$ cat src/rtl/raw_req_sequencer_if.sv
// Request/valid handshake bundle between the bench/top control and the raw request sequencer.
// The slave modport is the sequencer's view; master is the controlling side.
interface raw_req_sequencer_if #(
    parameter int unsigned CNT_WIDTH = 12
) ();
    logic                 start_in;
    logic                 abort_in;
    logic [CNT_WIDTH-1:0] num_frames_in;
    logic                 sink_ready_in;
    logic                 data_valid_in;
    logic                 data_req_out;
    logic                 line_start_out;
    logic                 frame_start_out;
    logic                 frame_done_out;
    logic                 done_out;
    logic                 busy_out;
    logic                 err_out;
    logic [CNT_WIDTH-1:0] frames_done_out;

    modport slave (
        input  start_in, abort_in, num_frames_in, sink_ready_in, data_valid_in,
        output data_req_out, line_start_out, frame_start_out, frame_done_out,
        output done_out, busy_out, err_out, frames_done_out
    );

    modport master (
        output start_in, abort_in, num_frames_in, sink_ready_in, data_valid_in,
        input  data_req_out, line_start_out, frame_start_out, frame_done_out,
        input  done_out, busy_out, err_out, frames_done_out
    );
endinterface

$ cat src/rtl/raw_req_sequencer.sv
// Drives the raw generator's data_req with line bursts, H/V blanking and a frame count,
// and checks that each line returns exactly HSIZE valid strobes.
module raw_req_sequencer #(
    parameter int unsigned HSIZE     = 6,
    parameter int unsigned VSIZE     = 6,
    parameter int unsigned H_BLANK   = 3,
    parameter int unsigned V_BLANK   = 2,
    parameter int unsigned CNT_WIDTH = 12
) (
    input logic                clk_in,
    input logic                rst_in,
    raw_req_sequencer_if.slave bus
);
    localparam logic [2:0] StIdle    = 3'd0;
    localparam logic [2:0] StWaitRdy = 3'd1;
    localparam logic [2:0] StLine    = 3'd2;
    localparam logic [2:0] StHblank  = 3'd3;
    localparam logic [2:0] StVblank  = 3'd4;
    localparam logic [2:0] StDone    = 3'd5;

    localparam logic [CNT_WIDTH-1:0] PixLast  = CNT_WIDTH'(HSIZE - 1);
    localparam logic [CNT_WIDTH-1:0] LineLast = CNT_WIDTH'(VSIZE - 1);
    localparam logic [CNT_WIDTH-1:0] HbLast   = CNT_WIDTH'(H_BLANK - 1);
    localparam logic [CNT_WIDTH-1:0] VbLast   = CNT_WIDTH'(V_BLANK - 1);
    localparam logic [CNT_WIDTH-1:0] HsizeC   = CNT_WIDTH'(HSIZE);
    localparam logic [CNT_WIDTH-1:0] ValidMax = CNT_WIDTH'(HSIZE + 1);

    logic [2:0]           state_q, state_d;
    logic [CNT_WIDTH-1:0] pix_q, pix_d;
    logic [CNT_WIDTH-1:0] blk_q, blk_d;
    logic [CNT_WIDTH-1:0] line_q, line_d;
    logic [CNT_WIDTH-1:0] valid_q, valid_d;
    logic [CNT_WIDTH-1:0] frames_q, frames_d;
    logic [CNT_WIDTH-1:0] num_q, num_d;
    logic                 err_q, err_d;

    logic                 count_valid;
    logic [CNT_WIDTH-1:0] valid_inc;
    logic [CNT_WIDTH-1:0] frames_inc;

    // Late valids landing in HBLANK still belong to the line just requested.
    assign count_valid = (state_q == StLine || state_q == StHblank) && bus.data_valid_in &&
                         (valid_q != ValidMax);
    assign valid_inc   = count_valid ? valid_q + 1'b1 : valid_q;
    assign frames_inc  = frames_q + 1'b1;

    always_comb begin
        state_d  = state_q;
        pix_d    = pix_q;
        blk_d    = blk_q;
        line_d   = line_q;
        valid_d  = valid_inc;
        frames_d = frames_q;
        num_d    = num_q;
        err_d    = err_q;
        if (bus.abort_in) begin
            state_d = StIdle;
        end else begin
            unique case (state_q)
                StIdle: begin
                    if (bus.start_in) begin
                        state_d  = StWaitRdy;
                        num_d    = bus.num_frames_in;
                        line_d   = '0;
                        frames_d = '0;
                        err_d    = 1'b0;
                    end
                end
                StWaitRdy: begin
                    if (bus.sink_ready_in) begin
                        state_d = StLine;
                        pix_d   = '0;
                        valid_d = '0;
                    end
                end
                StLine: begin
                    if (pix_q == PixLast) begin
                        state_d = StHblank;
                        blk_d   = '0;
                    end else begin
                        pix_d = pix_q + 1'b1;
                    end
                end
                StHblank: begin
                    if (blk_q == HbLast) begin
                        if (valid_inc != HsizeC) err_d = 1'b1;
                        if (line_q != LineLast) begin
                            line_d  = line_q + 1'b1;
                            state_d = StWaitRdy;
                        end else begin
                            frames_d = frames_inc;
                            if (num_q != '0 && frames_inc == num_q) begin
                                state_d = StDone;
                            end else begin
                                line_d  = '0;
                                blk_d   = '0;
                                state_d = (V_BLANK == 0) ? StWaitRdy : StVblank;
                            end
                        end
                    end else begin
                        blk_d = blk_q + 1'b1;
                    end
                end
                StVblank: begin
                    if (blk_q == VbLast) state_d = StWaitRdy;
                    else blk_d = blk_q + 1'b1;
                end
                StDone:  state_d = StIdle;
                default: state_d = StIdle;
            endcase
        end
    end

    always_ff @(posedge clk_in) begin
        if (rst_in) begin
            state_q  <= StIdle;
            pix_q    <= '0;
            blk_q    <= '0;
            line_q   <= '0;
            valid_q  <= '0;
            frames_q <= '0;
            num_q    <= '0;
            err_q    <= 1'b0;
        end else begin
            state_q  <= state_d;
            pix_q    <= pix_d;
            blk_q    <= blk_d;
            line_q   <= line_d;
            valid_q  <= valid_d;
            frames_q <= frames_d;
            num_q    <= num_d;
            err_q    <= err_d;
        end
    end

    assign bus.data_req_out    = (state_q == StLine);
    assign bus.line_start_out  = (state_q == StLine) && (pix_q == '0);
    assign bus.frame_start_out = bus.line_start_out && (line_q == '0);
    assign bus.frame_done_out  = (state_q == StHblank) && (blk_q == HbLast) && (line_q == LineLast);
    assign bus.done_out        = (state_q == StDone);
    assign bus.busy_out        = (state_q != StIdle);
    assign bus.err_out         = err_q;
    assign bus.frames_done_out = frames_q;
endmodule

$ cat src/flat_wrapper.sv
// flat-port wrapper written by rule: the top's interface ports become plain ports
module raw_req_sequencer_flat 
#(
    parameter int unsigned HSIZE     = 6,
    parameter int unsigned VSIZE     = 6,
    parameter int unsigned H_BLANK   = 3,
    parameter int unsigned V_BLANK   = 2,
    parameter int unsigned CNT_WIDTH = 12
)
  (clk_in, rst_in, bus_start_in, bus_abort_in, bus_num_frames_in, bus_sink_ready_in, bus_data_valid_in, bus_data_req_out, bus_line_start_out, bus_frame_start_out, bus_frame_done_out, bus_done_out, bus_busy_out, bus_err_out, bus_frames_done_out);
  raw_req_sequencer_if #(.CNT_WIDTH(CNT_WIDTH)) bus_i ();
  input logic clk_in;
  input logic rst_in;
  input wire logic [$bits(bus_i.start_in)-1:0] bus_start_in;
  input wire logic [$bits(bus_i.abort_in)-1:0] bus_abort_in;
  input wire logic [$bits(bus_i.num_frames_in)-1:0] bus_num_frames_in;
  input wire logic [$bits(bus_i.sink_ready_in)-1:0] bus_sink_ready_in;
  input wire logic [$bits(bus_i.data_valid_in)-1:0] bus_data_valid_in;
  output wire logic [$bits(bus_i.data_req_out)-1:0] bus_data_req_out;
  output wire logic [$bits(bus_i.line_start_out)-1:0] bus_line_start_out;
  output wire logic [$bits(bus_i.frame_start_out)-1:0] bus_frame_start_out;
  output wire logic [$bits(bus_i.frame_done_out)-1:0] bus_frame_done_out;
  output wire logic [$bits(bus_i.done_out)-1:0] bus_done_out;
  output wire logic [$bits(bus_i.busy_out)-1:0] bus_busy_out;
  output wire logic [$bits(bus_i.err_out)-1:0] bus_err_out;
  output wire logic [$bits(bus_i.frames_done_out)-1:0] bus_frames_done_out;
  assign bus_i.start_in = bus_start_in;
  assign bus_i.abort_in = bus_abort_in;
  assign bus_i.num_frames_in = bus_num_frames_in;
  assign bus_i.sink_ready_in = bus_sink_ready_in;
  assign bus_i.data_valid_in = bus_data_valid_in;
  assign bus_data_req_out = bus_i.data_req_out;
  assign bus_line_start_out = bus_i.line_start_out;
  assign bus_frame_start_out = bus_i.frame_start_out;
  assign bus_frame_done_out = bus_i.frame_done_out;
  assign bus_done_out = bus_i.done_out;
  assign bus_busy_out = bus_i.busy_out;
  assign bus_err_out = bus_i.err_out;
  assign bus_frames_done_out = bus_i.frames_done_out;
  raw_req_sequencer #(.HSIZE(HSIZE), .VSIZE(VSIZE), .H_BLANK(H_BLANK), .V_BLANK(V_BLANK), .CNT_WIDTH(CNT_WIDTH)) u_core (.clk_in(clk_in), .rst_in(rst_in), .bus(bus_i));
endmodule
$ cat config.mk
export PLATFORM = sky130hd
export DESIGN_NAME = raw_req_sequencer_flat
export DESIGN_NICKNAME = d
export VERILOG_FILES = /design/src/rtl/raw_req_sequencer_if.sv /design/src/rtl/raw_req_sequencer.sv /design/src/flat_wrapper.sv
export SDC_FILE = /design/constraint.sdc
export NUM_CORES = 1
export LEC_CHECK = 0
export BUFFER_PORTS_ARGS = -buffer_cell sky130_fd_sc_hd__buf_2
export CAP_MARGIN = 20
export CORE_MARGIN = 2
export CORE_UTILIZATION = 25
export CTS_BUF_LIST = sky130_fd_sc_hd__clkbuf_2 sky130_fd_sc_hd__clkbuf_4 sky130_fd_sc_hd__clkbuf_8
export CTS_CLUSTER_SIZE = 20
export DETAILED_ROUTE_END_ITERATION = 6
export GPL_TIMING_DRIVEN = 0
export PLACE_DENSITY = 0.48
export SYNTH_ARGS = -nofsm -noshare
export SYNTH_HDL_FRONTEND = slang
export SYNTH_SLANG_ARGS = --single-unit
$ cat constraint.sdc
create_clock -name clk_in -period 2.4 [get_ports clk_in]
set_clock_uncertainty 0.05 [all_clocks]
set_input_delay 0.48 -clock clk_in [delete_from_list [all_inputs] [get_ports clk_in]]
set_output_delay 0.48 -clock clk_in [all_outputs]
set_load 0.05 [all_outputs]
==> flow_summary_export.csv <==
group,metric,value,unit
outcome,outcome,"finished with violations",
outcome,violations,"setup timing",
final_layout,fill_cells,1902,
final_layout,layout-drive-gt1-share,28.3,%
synth,synthArstFlopShare,0,%
synth,avgSynthCellArea,7.68,µm²
routing,drt-pass1-iter-count,4,
clocking,cts_buffers,9,
sta,drv_slew,0,
synth,yosysMostFrequentCell,"dfxtp_1",
critical_path,cp_max_fo,5,
synth,ys.flop_type,"dfxtp_1",
power_and_ir_drop,ir_worst_vdd,0.000200,V
routing,vias,4737,
synth,yosys-top-cells-count,"dfxtp_1 (76), nand2_1 (73), nor2_1 (72)",
sta,tightestPinTransition,722,ps
place,place_hpwl,10200,µm
routing,drc,0,
critical_path,crit_arrival,2780,ps
clocking,hold_buffers,0,
synth,synth_cells,598,
synth,syn_nets,627,
min_path,hold_start,"bus_num_frames_in[5]",
global_route,grtUsageTotal,14.8,%
critical_path,r2r_start,"u_core.bus.frames_done_out[0]$_SDFFE_PP0P_",
synth,synth_seq_area_share,33.1,%
floorplanning,row_count,49,
clocking,cts_root_buffer,"clkbuf_8",
sta,clock.fmax,391,MHz
final_layout,multi_input_area,0.00336,mm²
global_route,grt_pass1_wl,23400,µm
clocking,clock_latency,380,ps
synth,synth_edf_count,0,
synth,synth.largest_area_cell,"dfxtp_1",
final_layout,nets,702,
min_path,hp-class,"in -> reg",
clocking,h-tree-depth,3,
place,dpl_worst_slack,-390,ps
flow_run,cap_viol_max_count,0,
global_route,antenna_found_initial,0,
power_and_ir_drop,p_total,2550,µW
final_layout,area_growth,32.7,%
critical_path,start_kind,"flip-flop",
synth,ys_types,68,
sta,slew_headroom,51.9,%
place,gp_congestion,0.858,
place,placed_cell_area,0.00523,mm²
final_layout,diodes,0,
floorplanning,start_util,25.6,%
sta,setup_violations,14,
routing,avgViaCountPerCell,5.22,
critical_path,end_kind,"flip-flop",
routing,wirelength,14600,µm
critical_path,startpoint,"u_core.bus.frames_done_out[0]$_SDFFE_PP0P_",
power_and_ir_drop,power_density,418,mW/mm²
power_and_ir_drop,p_leak,0.00213,µW
clocking,cts_sinks,76,
final_layout,regArea,0.00157,mm²
clocking,cts.clk_slew.worst_paths,90,ps
sta,rsz0062_at_grt,"true",
critical_path,critical_path_class,"reg -> reg",
synth,yosysTopAreaCellShare,33.1,%
floorplanning,core-area,0.0180,mm²
synth,synth-seq-cells,76,
synth,syn_area,0.00459,mm²
sta,layout_min_cycle_time,2560,ps
floorplanning,dieArea,0.0195,mm²
global_route,grt_start_max_net_pins,14,
clocking,cts_buffer_depth,2,
global_route,globalRoute.totalOverflow,0,
clocking,cts_tree,"yes",
routing,first_iter_violations,184,
sta,fin_crit_sh,106,%
sta,finalHoldViolations,0,
sta,holdWs,289,ps
routing,drtAntennaViolNets,0,
sta,setup_slack,-155,ps
synth,synth_area_leaders,"dfxtp_1 (33%), nand2_1 (6.0%), nor2_1 (5.9%), a21oi_1 (4.8%), xnor2_1 (4.2%)",
critical_path,cp.required,2630,ps
routing,wl_per_cell,16.1,µm
final_layout,final_area,0.00609,mm²
place,placement.io_buffers,35,
floorplanning,pin_count,37,
global_route,grt_pass1_vias,4544,
floorplanning,die_width,140,µm
synth,yosysWarnings,0,
floorplanning,die_h,140,µm
## kinds of logic (layout without fill, tap and decap cells)
logic type / count (synthesis) / in the layout / share of synthesized area [%]
xor+xnor: 33 / 33 / 6.29
flops: 76 / 76 / 33.1
mux: 4 / 4 / 0.899
compound gates: 143 / 143 / 20.8
fa+ha+maj: 11 / 11 / 3.00
simple gates: 289 / 289 / 32.2
buf+inv: 42 / 122 / 3.73
## critical path, cell delays in order, from the launching register on
cell	delay, ps
dfxtp_4	400
ha_4	180
nand2_4	50
or3_1	310
a22o_1	250
or4_4	520
and4b_2	370
buf_6	140
o211ai_1	90
o41ai_2	90
## registers in the layout, indices dropped and copies added, names as in the netlist
register and count:
u_core.line_q 12, u_core.bus.frames_done_out 12, u_core.blk_q 12, u_core.bus.err_out 1
u_core.valid_q 12, u_core.num_q 12, u_core.state_q 3, u_core.pix_q 12
## layout make-up
cell class              count  share of cell area, %
plain buffers              27                   2.71
clock buffers              10                   2.26
clock inverters             6                   1.05
inverters                   9                  0.616
multi-input cells         480                   55.1
flip-flops and latches     76                   25.7
well taps                 229                   4.70
repair buffers             70                   7.89
## path summary, 6_finish.rpt
check	to	slack, ps	depth (start not counted)
setup / recovery	u_core.blk_q[1]$_SDFFE_PP0P_	-160	9
hold / removal	u_core.num_q[5]$_SDFFE_PP0P_	290	3
setup reg to reg	u_core.blk_q[1]$_SDFFE_PP0P_	-160	9
hold reg to reg	u_core.blk_q[11]$_SDFFE_PP0P_	420	1
## power by group
part / internal, µW / leakage, µW / switching, µW
Sequential: 1270 / 0.000628 / 16.4
Clock: 507 / 0.0000983 / 541
Combinational: 78.6 / 0.00141 / 141
## routing by layer
metal,track usage (%),routed length (µm),vias to the layer above
met2,23.9,6820,87
met3,2.48,487,25
met1,19.3,6950,2263
met4,6.91,354,0
li1,-,-,2362
met5,0,0,-
## through the flow
stage                     setup TNS (ps)  util [%]  cells
after CTS                          -1910      32.3    900
after global placement             -7990      29.1    862
after detailed placement           -8750      29.1    862
final                              -1590      33.9    907
after global routing               -3230      33.9    907
after floorplan                     -890         -    598
## repair_timing
item,CTS,global route
setup endpoints to repair,46,58
gates resized for setup,57,50
pin swaps,16,15
buffers inserted,25,9
cloned,1,0
## placed cells by master (no fill, tap or decap), drive strengths merged, types with 8 or more instances in the layout
cell type	n
o311ai	9
a31oi	10
nand4	11
clkbuf	29
nor4	12
nor3	24
dfxtp	76
buf	78
nand2	73
and3	19
or3	10
nand3	23
nor2	72
inv	8
xor2	11
xnor2	22
ha	11
o21ai	28
a21oi	44
Note: power is estimated with default switching activity, not from simulation.
